## config.mk

```make
export PLATFORM = sky130hd
export DESIGN_NAME = ula_mdu
export DESIGN_NICKNAME = d
export VERILOG_FILES = /design/src/rtl/ula_mdu_pkg.sv /design/src/rtl/ula_mdu_iter.sv /design/src/rtl/ula_mdu.sv
export SDC_FILE = /design/constraint.sdc
export NUM_CORES = 2
export LEC_CHECK = 0
export CAP_MARGIN = 30
export CORE_ASPECT_RATIO = 1.25
export CORE_UTILIZATION = 25
export CTS_CLUSTER_SIZE = 12
export DETAILED_ROUTE_END_ITERATION = 10
export SLEW_MARGIN = 20
export SYNTH_ARGS = -nofsm -noshare
export SYNTH_HDL_FRONTEND = slang
export SYNTH_SLANG_ARGS = --single-unit
```

## constraint.sdc

```tcl
create_clock -name clk -period 5.6 [get_ports clk]
set_clock_uncertainty 0.2 [all_clocks]
set_input_delay 0.56 -clock clk [delete_from_list [all_inputs] [get_ports clk]]
set_output_delay 0.56 -clock clk [all_outputs]
set_load 0.01 [all_outputs]
```

## src/rtl/ula_mdu_pkg.sv

```systemverilog
// Shared opcodes, FSM encoding and helpers for the ula_mdu execute-stage ALU/MDU.
package ula_mdu_pkg;

  typedef enum logic [4:0] {
    ALU_ADD   = 5'd0,
    ALU_SUB   = 5'd1,
    ALU_AND   = 5'd2,
    ALU_OR    = 5'd3,
    ALU_XOR   = 5'd4,
    ALU_NOR   = 5'd5,
    ALU_SLT   = 5'd6,
    ALU_SLTU  = 5'd7,
    ALU_SLL   = 5'd8,
    ALU_SRL   = 5'd9,
    ALU_SRA   = 5'd10,
    ALU_SLLV  = 5'd11,
    ALU_SRLV  = 5'd12,
    ALU_SRAV  = 5'd13,
    ALU_JR    = 5'd14,
    ALU_MFHI  = 5'd15,
    ALU_MFLO  = 5'd16,
    ALU_MTHI  = 5'd17,
    ALU_MTLO  = 5'd18,
    ALU_MULT  = 5'd19,
    ALU_MULTU = 5'd20,
    ALU_DIV   = 5'd21,
    ALU_DIVU  = 5'd22
  } op_e;

  typedef enum logic [1:0] {
    S_IDLE = 2'd0,
    S_RUN  = 2'd1,
    S_FIX  = 2'd2
  } state_e;

  function automatic logic is_mdu_op(input logic [4:0] op);
    return (op == ALU_MULT) || (op == ALU_MULTU) || (op == ALU_DIV) || (op == ALU_DIVU);
  endfunction

endpackage

```

## src/rtl/ula_mdu_iter.sv

```systemverilog
// Iterative multiply/divide datapath: shift-add multiply and restoring divide on magnitudes,
// one bit per cycle, with sign correction applied on the held result.
module ula_mdu_iter #(
  parameter int WIDTH = 32
) (
  input  logic             clk,
  input  logic             reset,
  input  logic             go_i,
  input  logic             is_div_i,
  input  logic             is_signed_i,
  input  logic [WIDTH-1:0] a_i,
  input  logic [WIDTH-1:0] b_i,
  output logic             busy_o,
  output logic             fin_o,
  output logic [WIDTH-1:0] hi_o,
  output logic [WIDTH-1:0] lo_o
);
  localparam int CW = $clog2(WIDTH);

  logic [WIDTH-1:0] acc_q, acc_d, sr_q, sr_d, m_q, m_d;
  logic [CW-1:0]    cnt_q, cnt_d;
  logic             run_q, run_d, div_q, div_d, qneg_q, qneg_d, rneg_q, rneg_d, dz_q, dz_d;

  logic             a_neg, b_neg, in_div, ge;
  logic [WIDTH-1:0] a_mag, b_mag, in_acc, in_sr, in_m, addend, diff, st_acc, st_sr;
  logic [WIDTH:0]   sum, trial;
  logic [2*WIDTH-1:0] prod, prod_fix;

  assign a_neg = is_signed_i & a_i[WIDTH-1];
  assign b_neg = is_signed_i & b_i[WIDTH-1];
  assign a_mag = a_neg ? -a_i : a_i;
  assign b_mag = b_neg ? -b_i : b_i;

  // Iteration 0 runs on the accept edge from the live operands, so only WIDTH-1 cycles remain in RUN.
  always_comb begin
    if (run_q) begin
      in_acc = acc_q;
      in_sr  = sr_q;
      in_m   = m_q;
      in_div = div_q;
    end else begin
      in_acc = '0;
      in_sr  = a_mag;
      in_m   = b_mag;
      in_div = is_div_i;
    end
    addend = in_sr[0] ? in_m : '0;
    sum    = {1'b0, in_acc} + {1'b0, addend};
    trial  = {in_acc, in_sr[WIDTH-1]};
    ge     = trial >= {1'b0, in_m};
    diff   = trial[WIDTH-1:0] - in_m;
    if (in_div) begin
      st_acc = ge ? diff : trial[WIDTH-1:0];
      st_sr  = {in_sr[WIDTH-2:0], ge};
    end else begin
      st_acc = sum[WIDTH:1];
      st_sr  = {sum[0], in_sr[WIDTH-1:1]};
    end
  end

  assign fin_o  = run_q && (cnt_q == CW'(WIDTH - 1));
  assign busy_o = run_q;

  always_comb begin
    run_d  = run_q;
    cnt_d  = cnt_q;
    acc_d  = acc_q;
    sr_d   = sr_q;
    m_d    = m_q;
    div_d  = div_q;
    qneg_d = qneg_q;
    rneg_d = rneg_q;
    dz_d   = dz_q;
    if (run_q) begin
      acc_d = st_acc;
      sr_d  = st_sr;
      cnt_d = cnt_q + 1'b1;
      if (fin_o) run_d = 1'b0;
    end else if (go_i) begin
      run_d  = 1'b1;
      cnt_d  = CW'(1);
      acc_d  = st_acc;
      sr_d   = st_sr;
      m_d    = b_mag;
      div_d  = is_div_i;
      qneg_d = a_neg ^ b_neg;
      rneg_d = a_neg;
      dz_d   = is_div_i && (b_i == '0);
    end
  end

  always_ff @(posedge clk) begin
    if (reset) begin
      run_q  <= 1'b0;
      cnt_q  <= '0;
      acc_q  <= '0;
      sr_q   <= '0;
      m_q    <= '0;
      div_q  <= 1'b0;
      qneg_q <= 1'b0;
      rneg_q <= 1'b0;
      dz_q   <= 1'b0;
    end else begin
      run_q  <= run_d;
      cnt_q  <= cnt_d;
      acc_q  <= acc_d;
      sr_q   <= sr_d;
      m_q    <= m_d;
      div_q  <= div_d;
      qneg_q <= qneg_d;
      rneg_q <= rneg_d;
      dz_q   <= dz_d;
    end
  end

  // Divide by zero leaves |dividend| as remainder, so hi recovers the dividend after sign fix.
  assign prod     = {acc_q, sr_q};
  assign prod_fix = qneg_q ? -prod : prod;
  assign hi_o     = div_q ? (rneg_q ? -acc_q : acc_q) : prod_fix[2*WIDTH-1:WIDTH];
  assign lo_o     = div_q ? (dz_q ? '1 : (qneg_q ? -sr_q : sr_q)) : prod_fix[WIDTH-1:0];

endmodule

```

## src/rtl/ula_mdu.sv

```systemverilog
// Execute-stage ALU with multi-cycle MULT/DIV into HI/LO; busy stalls the pipeline.
//   state  | meaning
//   S_IDLE | accepting start; single-cycle ops complete here
//   S_RUN  | mult/div iterating, one bit per cycle
//   S_FIX  | sign-corrected result written to HI/LO/result
module ula_mdu
  import ula_mdu_pkg::*;
#(
  parameter int WIDTH = 32
) (
  input  logic             clk,
  input  logic             reset,
  input  logic             start,
  input  logic [4:0]       OP,
  input  logic [WIDTH-1:0] In1,
  input  logic [WIDTH-1:0] In2,
  output logic [WIDTH-1:0] result,
  output logic             Zero_Flag,
  output logic             busy,
  output logic             done,
  output logic [WIDTH-1:0] hi,
  output logic [WIDTH-1:0] lo
);
  localparam int SHW = $clog2(WIDTH);

  state_e           state_q, state_d;
  logic [WIDTH-1:0] result_q, result_d, hi_q, hi_d, lo_q, lo_d;
  logic             done_q, done_d;
  logic [WIDTH-1:0] alu_res, iter_hi, iter_lo;
  logic [SHW-1:0]   sh;
  logic             mdu_op, accept, go, issue_1c, fix_wr, iter_busy, iter_fin;

  assign sh     = In1[SHW-1:0];
  assign mdu_op = is_mdu_op(OP);

  always_comb begin
    alu_res = '0;
    case (OP)
      ALU_ADD:                   alu_res = In1 + In2;
      ALU_SUB:                   alu_res = In1 - In2;
      ALU_AND:                   alu_res = In1 & In2;
      ALU_OR:                    alu_res = In1 | In2;
      ALU_XOR:                   alu_res = In1 ^ In2;
      ALU_NOR:                   alu_res = ~(In1 | In2);
      ALU_SLT:                   alu_res = WIDTH'($signed(In1) < $signed(In2));
      ALU_SLTU:                  alu_res = WIDTH'(In1 < In2);
      ALU_SLL, ALU_SLLV:         alu_res = In2 << sh;
      ALU_SRL, ALU_SRLV:         alu_res = In2 >> sh;
      ALU_SRA, ALU_SRAV:         alu_res = $signed(In2) >>> sh;
      ALU_JR, ALU_MTHI, ALU_MTLO: alu_res = In1;
      ALU_MFHI:                  alu_res = hi_q;
      ALU_MFLO:                  alu_res = lo_q;
      default:                   alu_res = '0;
    endcase
  end

  ula_mdu_iter #(.WIDTH(WIDTH)) u_iter (
    .clk        (clk),
    .reset      (reset),
    .go_i       (go),
    .is_div_i   ((OP == ALU_DIV) || (OP == ALU_DIVU)),
    .is_signed_i((OP == ALU_MULT) || (OP == ALU_DIV)),
    .a_i        (In1),
    .b_i        (In2),
    .busy_o     (iter_busy),
    .fin_o      (iter_fin),
    .hi_o       (iter_hi),
    .lo_o       (iter_lo)
  );

  always_ff @(posedge clk) begin
    if (reset) state_q <= S_IDLE;
    else       state_q <= state_d;
  end

  always_comb begin
    state_d = state_q;
    case (state_q)
      S_IDLE: if (start && mdu_op) state_d = S_RUN;
      S_RUN: begin
        if (iter_fin)        state_d = S_FIX;
        else if (!iter_busy) state_d = S_IDLE;
      end
      S_FIX:   state_d = S_IDLE;
      default: state_d = S_IDLE;
    endcase
  end

  always_comb begin
    accept   = start && (state_q == S_IDLE);
    go       = accept && mdu_op;
    issue_1c = accept && !mdu_op;
    fix_wr   = (state_q == S_FIX);
    busy     = (state_q != S_IDLE);
    done_d   = issue_1c || fix_wr;
    result_d = result_q;
    hi_d     = hi_q;
    lo_d     = lo_q;
    if (issue_1c) begin
      result_d = alu_res;
      if (OP == ALU_MTHI) hi_d = In1;
      if (OP == ALU_MTLO) lo_d = In1;
    end
    if (fix_wr) begin
      hi_d     = iter_hi;
      lo_d     = iter_lo;
      result_d = iter_lo;
    end
  end

  always_ff @(posedge clk) begin
    if (reset) begin
      result_q <= '0;
      hi_q     <= '0;
      lo_q     <= '0;
      done_q   <= 1'b0;
    end else begin
      result_q <= result_d;
      hi_q     <= hi_d;
      lo_q     <= lo_d;
      done_q   <= done_d;
    end
  end

  assign result    = result_q;
  assign Zero_Flag = (result_q == '0);
  assign done      = done_q;
  assign hi        = hi_q;
  assign lo        = lo_q;

endmodule

```

# Word level (Yosys, flattened, before mapping)
# Index checks and enable logic that the tools add are counted.
dict set report totals {
  input_bits 72
  memories 0
  ramBits 0
  regBits 205
  latch_bits 0
  rom_bits 0
  word_cells 133
}
dict set report classes {
  n_reduce_logical 30
  n_mul 0
  shift 3
  n_bitwise 8
  div_mod_pow 0
  n_lt_le_gt_ge 3
  add_sub_neg 10
  muxes 38
  n_eq_ne 27
}
# operator n
set ops {}
lappend ops {{$mux W32} 26}
lappend ops {{$pmux W32 S14} 1}
lappend ops {{$neg A32 Y32} 4}
lappend ops {{$logic_not A32 Y1} 2}
lappend ops {{$lt A32 B32 Y1} 2}
lappend ops {{$mux W64} 1}
lappend ops {{$neg A64 Y64} 1}
lappend ops {{$sub A32 B32 Y32} 2}
lappend ops {{$eq A5 B4 Y1 const B} 8}
lappend ops {{$eq A5 B5 Y1 const B} 8}
lappend ops {{$add A32 B32 Y33} 1}
lappend ops {{$ge A33 B32 Y1} 1}
lappend ops {{$add A32 B32 Y32} 1}
lappend ops {{$and A32 B32 Y32} 1}
lappend ops {{$not A32 Y32} 1}
lappend ops {{$or A32 B32 Y32} 1}
lappend ops {{$shl A32 B5 Y32} 1}
lappend ops {{$shr A32 B5 Y32} 1}
lappend ops {{$sshr A32 B5 Y32} 1}
lappend ops {{$xor A32 B32 Y32} 1}
lappend ops {{$eq A5 B3 Y1 const B} 4}
lappend ops {{$eq A5 B2 Y1 const B} 2}
lappend ops {{$mux W5} 2}
lappend ops {{$reduce_bool A2 Y1} 5}
lappend ops {{20 further kinds} 41}

# Logic depth before layout (Yosys ltp)
dict set report depth {
  ltp_word 10
  depth_mapped 24
  ltp_nobuf 20
}

# By module
# Synthesis repeated with hierarchy kept, for this count alone.
dict set report unflattened {
  hier_cells 3696
  area_unflattened_um2 26095.0
}
# module seq_area_each_um2 area_per_inst_um2 cells_each n_inst
set modules_own_cells {}
lappend modules_own_cells {ula_mdu 1981.9 14119.8 1974 1}
lappend modules_own_cells {ula_mdu_iter 2122.0 11975.2 1722 1}

# Worst setup path after synthesis
# OpenSTA, ideal clock, no wires.
dict set report synth_timing {
  path_kind {in2reg}
  start {input port In2[15]}
  end {register u_iter.acc_q[7]}
  path_stages 23
  arrival_time_ps 4626
  setup_ps 117
  n_path_buf 4
  path_slack_ps 657
  path_cell_list {clkbuf_1 > inv_1 > nand4_1 > nor4_1 > nand3_1 > nor4_1 > a31oi_1 > xnor2_1 > mux2i_1 > ha_1 > clkbuf_1 > a21o_1 > a21o_1 > a21o_1 > a21oi_1 > nor2b_1 > o21ai_0 > o211a_1 > buf_4 > buf_4 > nor2_1 > a211o_1 > a32o_1}
}
dict set report synth_between {
  elab_chain_len 8
}
# item line
set synth_lines {}
lappend synth_lines {{start, declared} ula_mdu.sv:16} ;# input logic [WIDTH-1:0] In2,
lappend synth_lines {{$neg A32 Y32} ula_mdu_iter.sv:32} ;# assign b_mag = b_neg ? -b_i : b_i;
lappend synth_lines {{$mux W32 (*)} ula_mdu_iter.sv:32}
lappend synth_lines {{$mux W32 (*)} ula_mdu_iter.sv:36} ;# if (run_q) begin
lappend synth_lines {{$ge A33 B32 Y1 (*)} ula_mdu_iter.sv:50} ;# ge = trial >= {1'b0, in_m};
lappend synth_lines {{$mux W32 (*)} ula_mdu_iter.sv:53} ;# st_acc = ge ? diff : trial[WIDTH-1:0];
lappend synth_lines {{$mux W32 (*)} ula_mdu_iter.sv:52} ;# if (in_div) begin
lappend synth_lines {{$mux W32} ula_mdu_iter.sv:79} ;# end else if (go_i) begin
lappend synth_lines {{$mux W32 (*)} ula_mdu_iter.sv:74} ;# if (run_q) begin
lappend synth_lines {{end signal, assigned} ula_mdu_iter.sv:96} ;# acc_q <= '0;
lappend synth_lines {{end signal, assigned} ula_mdu_iter.sv:106} ;# acc_q <= acc_d;
lappend synth_lines {{end, declared} ula_mdu_iter.sv:20} ;# logic [WIDTH-1:0] acc_q, acc_d, sr_q, sr_d, m_q, m_d;
# Every way passes the cells marked *; elsewhere a longest branch is shown, timed or not. The select of a mux whose other input is x is not followed.
# A chain may end at the register's enable or synchronous reset.

# Worst setup path after layout
dict set report layout_timing {
  start {input port In2[15]}
  end {register u_iter.acc_q[13]}
}
# Same word-level chain as after synthesis.

==> flow_metrics.tcl <==
set metrics [dict create \
    status "finished clean" \
    worstPathCellList "clkdlybuf4s50_1 -> inv_1 -> nand4_1 -> nor4_2 -> buf_4 -> nand3_1 -> nor4_1 -> buf_4 -> a31oi_1 -> xnor2_1 -> mux2i_1 -> ha_1 -> a21o_1 -> a21o_1 -> a21o_1 -> a21oi_1 -> nor2b_1 -> o21ai_0 -> o211a_1 -> buf_12 -> mux2_2 -> mux2i_1 -> a211oi_1" \
    antenna_found_initial 7 \
    placed_area_um2 30920 \
    synth_ff_type "dfxtp_1" \
    ios 171 \
    rsz0062_at_grt "false" \
    yosysSeqAreaShare 0.1599 \
    dieHeight_um 360.3 \
    synth_seq_cells 205 \
    grt_max_degree 84 \
    drive_above_1_share 0.1488 \
    synth_area_leaders "dfxtp_1 (16%), ha_1 (8.1%), nor2_1 (7.8%)" \
    worst-path-buf-inv 5 \
    synth-xor-area-share 0.06243 \
    dieArea_um2 104000 \
    hold_violations 0 \
    design_area_um2 31840 \
    required_ns 5.82 \
    synth_simple_gate_area_share 0.2382 \
    reg2reg_depth 17 \
    syn-num-nets 3867 \
    tightest_slew_ns 1.191 \
    critPathCaptureType "flip-flop" \
    first_pass_iters 9 \
    cp.arrival_ns 5.60 \
    synth_cells 3625 \
    avgViaCountPerCell 5.931 \
    synth_adder_area_share 0.08402 \
    hp-start "reset" \
    timing.rr.start "u_iter.busy_o$_SDFF_PP0_" \
    slew_headroom 0.1988 \
    ir_drop_v 0.0002027 \
    whs_path_depth 2 \
    synth_edf_count 0 \
    synth_top_family_by_area "compound AO/OA/AOI/OAI gates" \
    synth.distinct_cells 109 \
    setup_viol 0 \
    synthMostInstantiatedCell "nor2_1" \
    syn_to_final_growth_pct 24.04 \
    synth_common_cells "nor2_1 (532), a21oi_1 (353), nand2_1 (305)" \
    final_cells 5288 \
    synth_top_area_cell "dfxtp_1" \
    dieWidth_um 288.6 \
    dpl.cell_count 5233 \
    wl_um 149200 \
    grt_pass1_vias 29310 \
    ctsHoldBuffers 0 \
    crit_fanout 15 \
    cts_root_buf "clkbuf_16" \
    coreArea_um2 102000 \
    grt_use_total 0.2767 \
    cts-htree-levels 1 \
    synthMuxAreaShare 0.07944 \
    grt_pass1_wl_um 210900 \
    vias 31360 \
    p_per_area_nw_per_um2 177.3 \
    synthArstFlopShare 0 \
    post-cts-setup-buffers 0 \
    yosysTopAreaCellShare 0.1599 \
    rr_endpoint "u_iter.acc_q[27]$_SDFFE_PP0P_" \
    rows 131 \
    synth-compound-area-share 0.3111 \
    yosysWarnings 0 \
    period_needed_ns 5.387 \
    port_buffers 170 \
    cts_buffer_depth 3 \
    drv_cap 0 \
    tritoncts "yes" \
    synth_area_um2 25670 \
    ant_nets 0 \
    critPathKind "primary input to flip-flop" \
    min_to "hi[27]$_SDFFE_PP0P_" \
    slowest_delay_ns 0.54 \
    clock_latency_ns 0.58 \
    cts_sinks 205 \
    fmax_mhz 185.6 \
    dp_hpwl_um 117500 \
    initial_core_util 0.2518 \
    drt_iter0_drc 4250 \
    drc 0 \
    maxSlewViolCount 0 \
    p_leak_nw 12.95 \
    reg2reg_setup_slack_ns 0.94 \
    grt_overflow 0 \
    crit_family "compound AO/OA/AOI/OAI gates" \
    min_path_type "primary input to flip-flop" \
    period_share 0.9619 \
    place_congestion 1.093 \
    path_clk_slew_ns 0.07 \
    wl_per_cell_um 28.21 \
    synth_area_per_cell_um2 7.082 \
    cts_buffers 25 \
    critical_path.startpoint_type "primary input" \
    cp_common_cell "a21o_1" \
    crit_path_top_delay_cell "clkdlybuf4s50_1" \
    finish.net_count 4175 \
]
cells by family (layout without fill, tap and decap cells):
kind of cell    count (synthesis)  after routing
mux                           136            136
fa+ha+maj                     170            170
compound gates               1207           1207
other cells                     0              6
flops                         205            205
simple gates                 1318           1318
buf+inv                       406            733
xor+xnor                      183            183
final cells by class:
class / count / area, µm²
well taps: 1330 / 1664
diodes: 6 / 15.01
fillers: 11000 / 70110
clock buffers: 37 / 750.7
clock inverters: 9 / 113.9
repair buffers: 561 / 4688
flip-flops and latches: 205 / 4108
inverters: 126 / 473.0
multi-input cells: 3014 / 20030
per-layer routing:
metal  global-route usage  vias up  wire, µm
li1                     -    13980         -
met1               0.3146    14830     53620
met2               0.4326     1948     65160
met3              0.05329      599     13150
met4               0.2584        4     17230
met5                    0        -        21
flip-flops by register name (all words and copies together) (netlist names):
| signal | count |
|---|---|
| u_iter.rneg_q | 1 |
| lo | 32 |
| state_q | 2 |
| u_iter.div_q | 1 |
| done | 1 |
| u_iter.qneg_q | 1 |
| u_iter.acc_q | 32 |
| u_iter.busy_o | 1 |
| u_iter.dz_q | 1 |
| u_iter.sr_q | 32 |
| u_iter.cnt_q | 5 |
| hi | 32 |
| u_iter.m_q | 32 |
| result | 32 |
report_power, final:
group | leakage (nW) | internal [mW] | total, mW | switching, mW
combinational | 10.9 | 0.835 | 2.27 | 1.44
clock | 0.432 | 1.03 | 1.76 | 0.738
sequential | 1.66 | 1.51 | 1.61 | 0.0935
total | 13.0 | 3.37 | 5.65 | 2.27
worst reg2reg max path, delay by kind of cell (launching register included):
kind                     cells  cell delay, ns
flip-flops                   1            0.74
buffers and inverters        3            0.55
AND/OR/NAND/NOR              3            0.28
AO/OA/AOI/OAI                8            1.77
adder cells (fa/ha/maj)      2            0.41
multiplexers                 1            0.59
worst max path at each step:
stage                  from                       endpoint  slack [ns]  depth (start not counted)
floorplan           In2[15]   u_iter.acc_q[7]$_SDFFE_PP0P_        0.66                         23
CTS                  In2[3]  u_iter.acc_q[13]$_SDFFE_PP0P_        0.21                         21
detailed placement   In2[3]  u_iter.acc_q[13]$_SDFFE_PP0P_       -0.35                         21
finish              In2[15]  u_iter.acc_q[13]$_SDFFE_PP0P_        0.21                         23
global placement     In2[3]   u_iter.acc_q[8]$_SDFFE_PP0P_       -0.23                         21
global route        In1[10]  u_iter.acc_q[30]$_SDFFE_PP0P_        0.02                         23
layout by cell type, fill, tap and decap left out, types with 114 or more instances in the layout:
cell type / instances
nor3_1: 120
xnor2_1: 114
nor2_1: 530
ha_1: 166
buf_4: 385
a21oi_1: 352
o21ai_0: 196
nand2_1: 304
dfxtp_1: 204
inv_1: 123
clkdlybuf4s50_1: 164
repair_timing:
item | CTS | global route
setup endpoints to repair | 0 | 1
hold endpoints to repair | 0 | 0
resized for setup | 0 | 2
metrics by stage:
stage                     hold slack (ns)  setup TNS, ns  setup WS, ns    util  total power [mW]
after floorplan                    0.2324              0        0.6568       -             2.830
after global placement             0.2391         -3.317       -0.2328  0.3032             3.812
after detailed placement           0.2489         -6.739       -0.3518  0.3033             3.810
after CTS                          0.2513              0        0.2072  0.3118             5.563
after global routing               0.2777              0       0.01723  0.3122             5.816
final                              0.2541              0        0.2131  0.3124             5.646
Note: power is estimated with default switching activity, not from simulation.
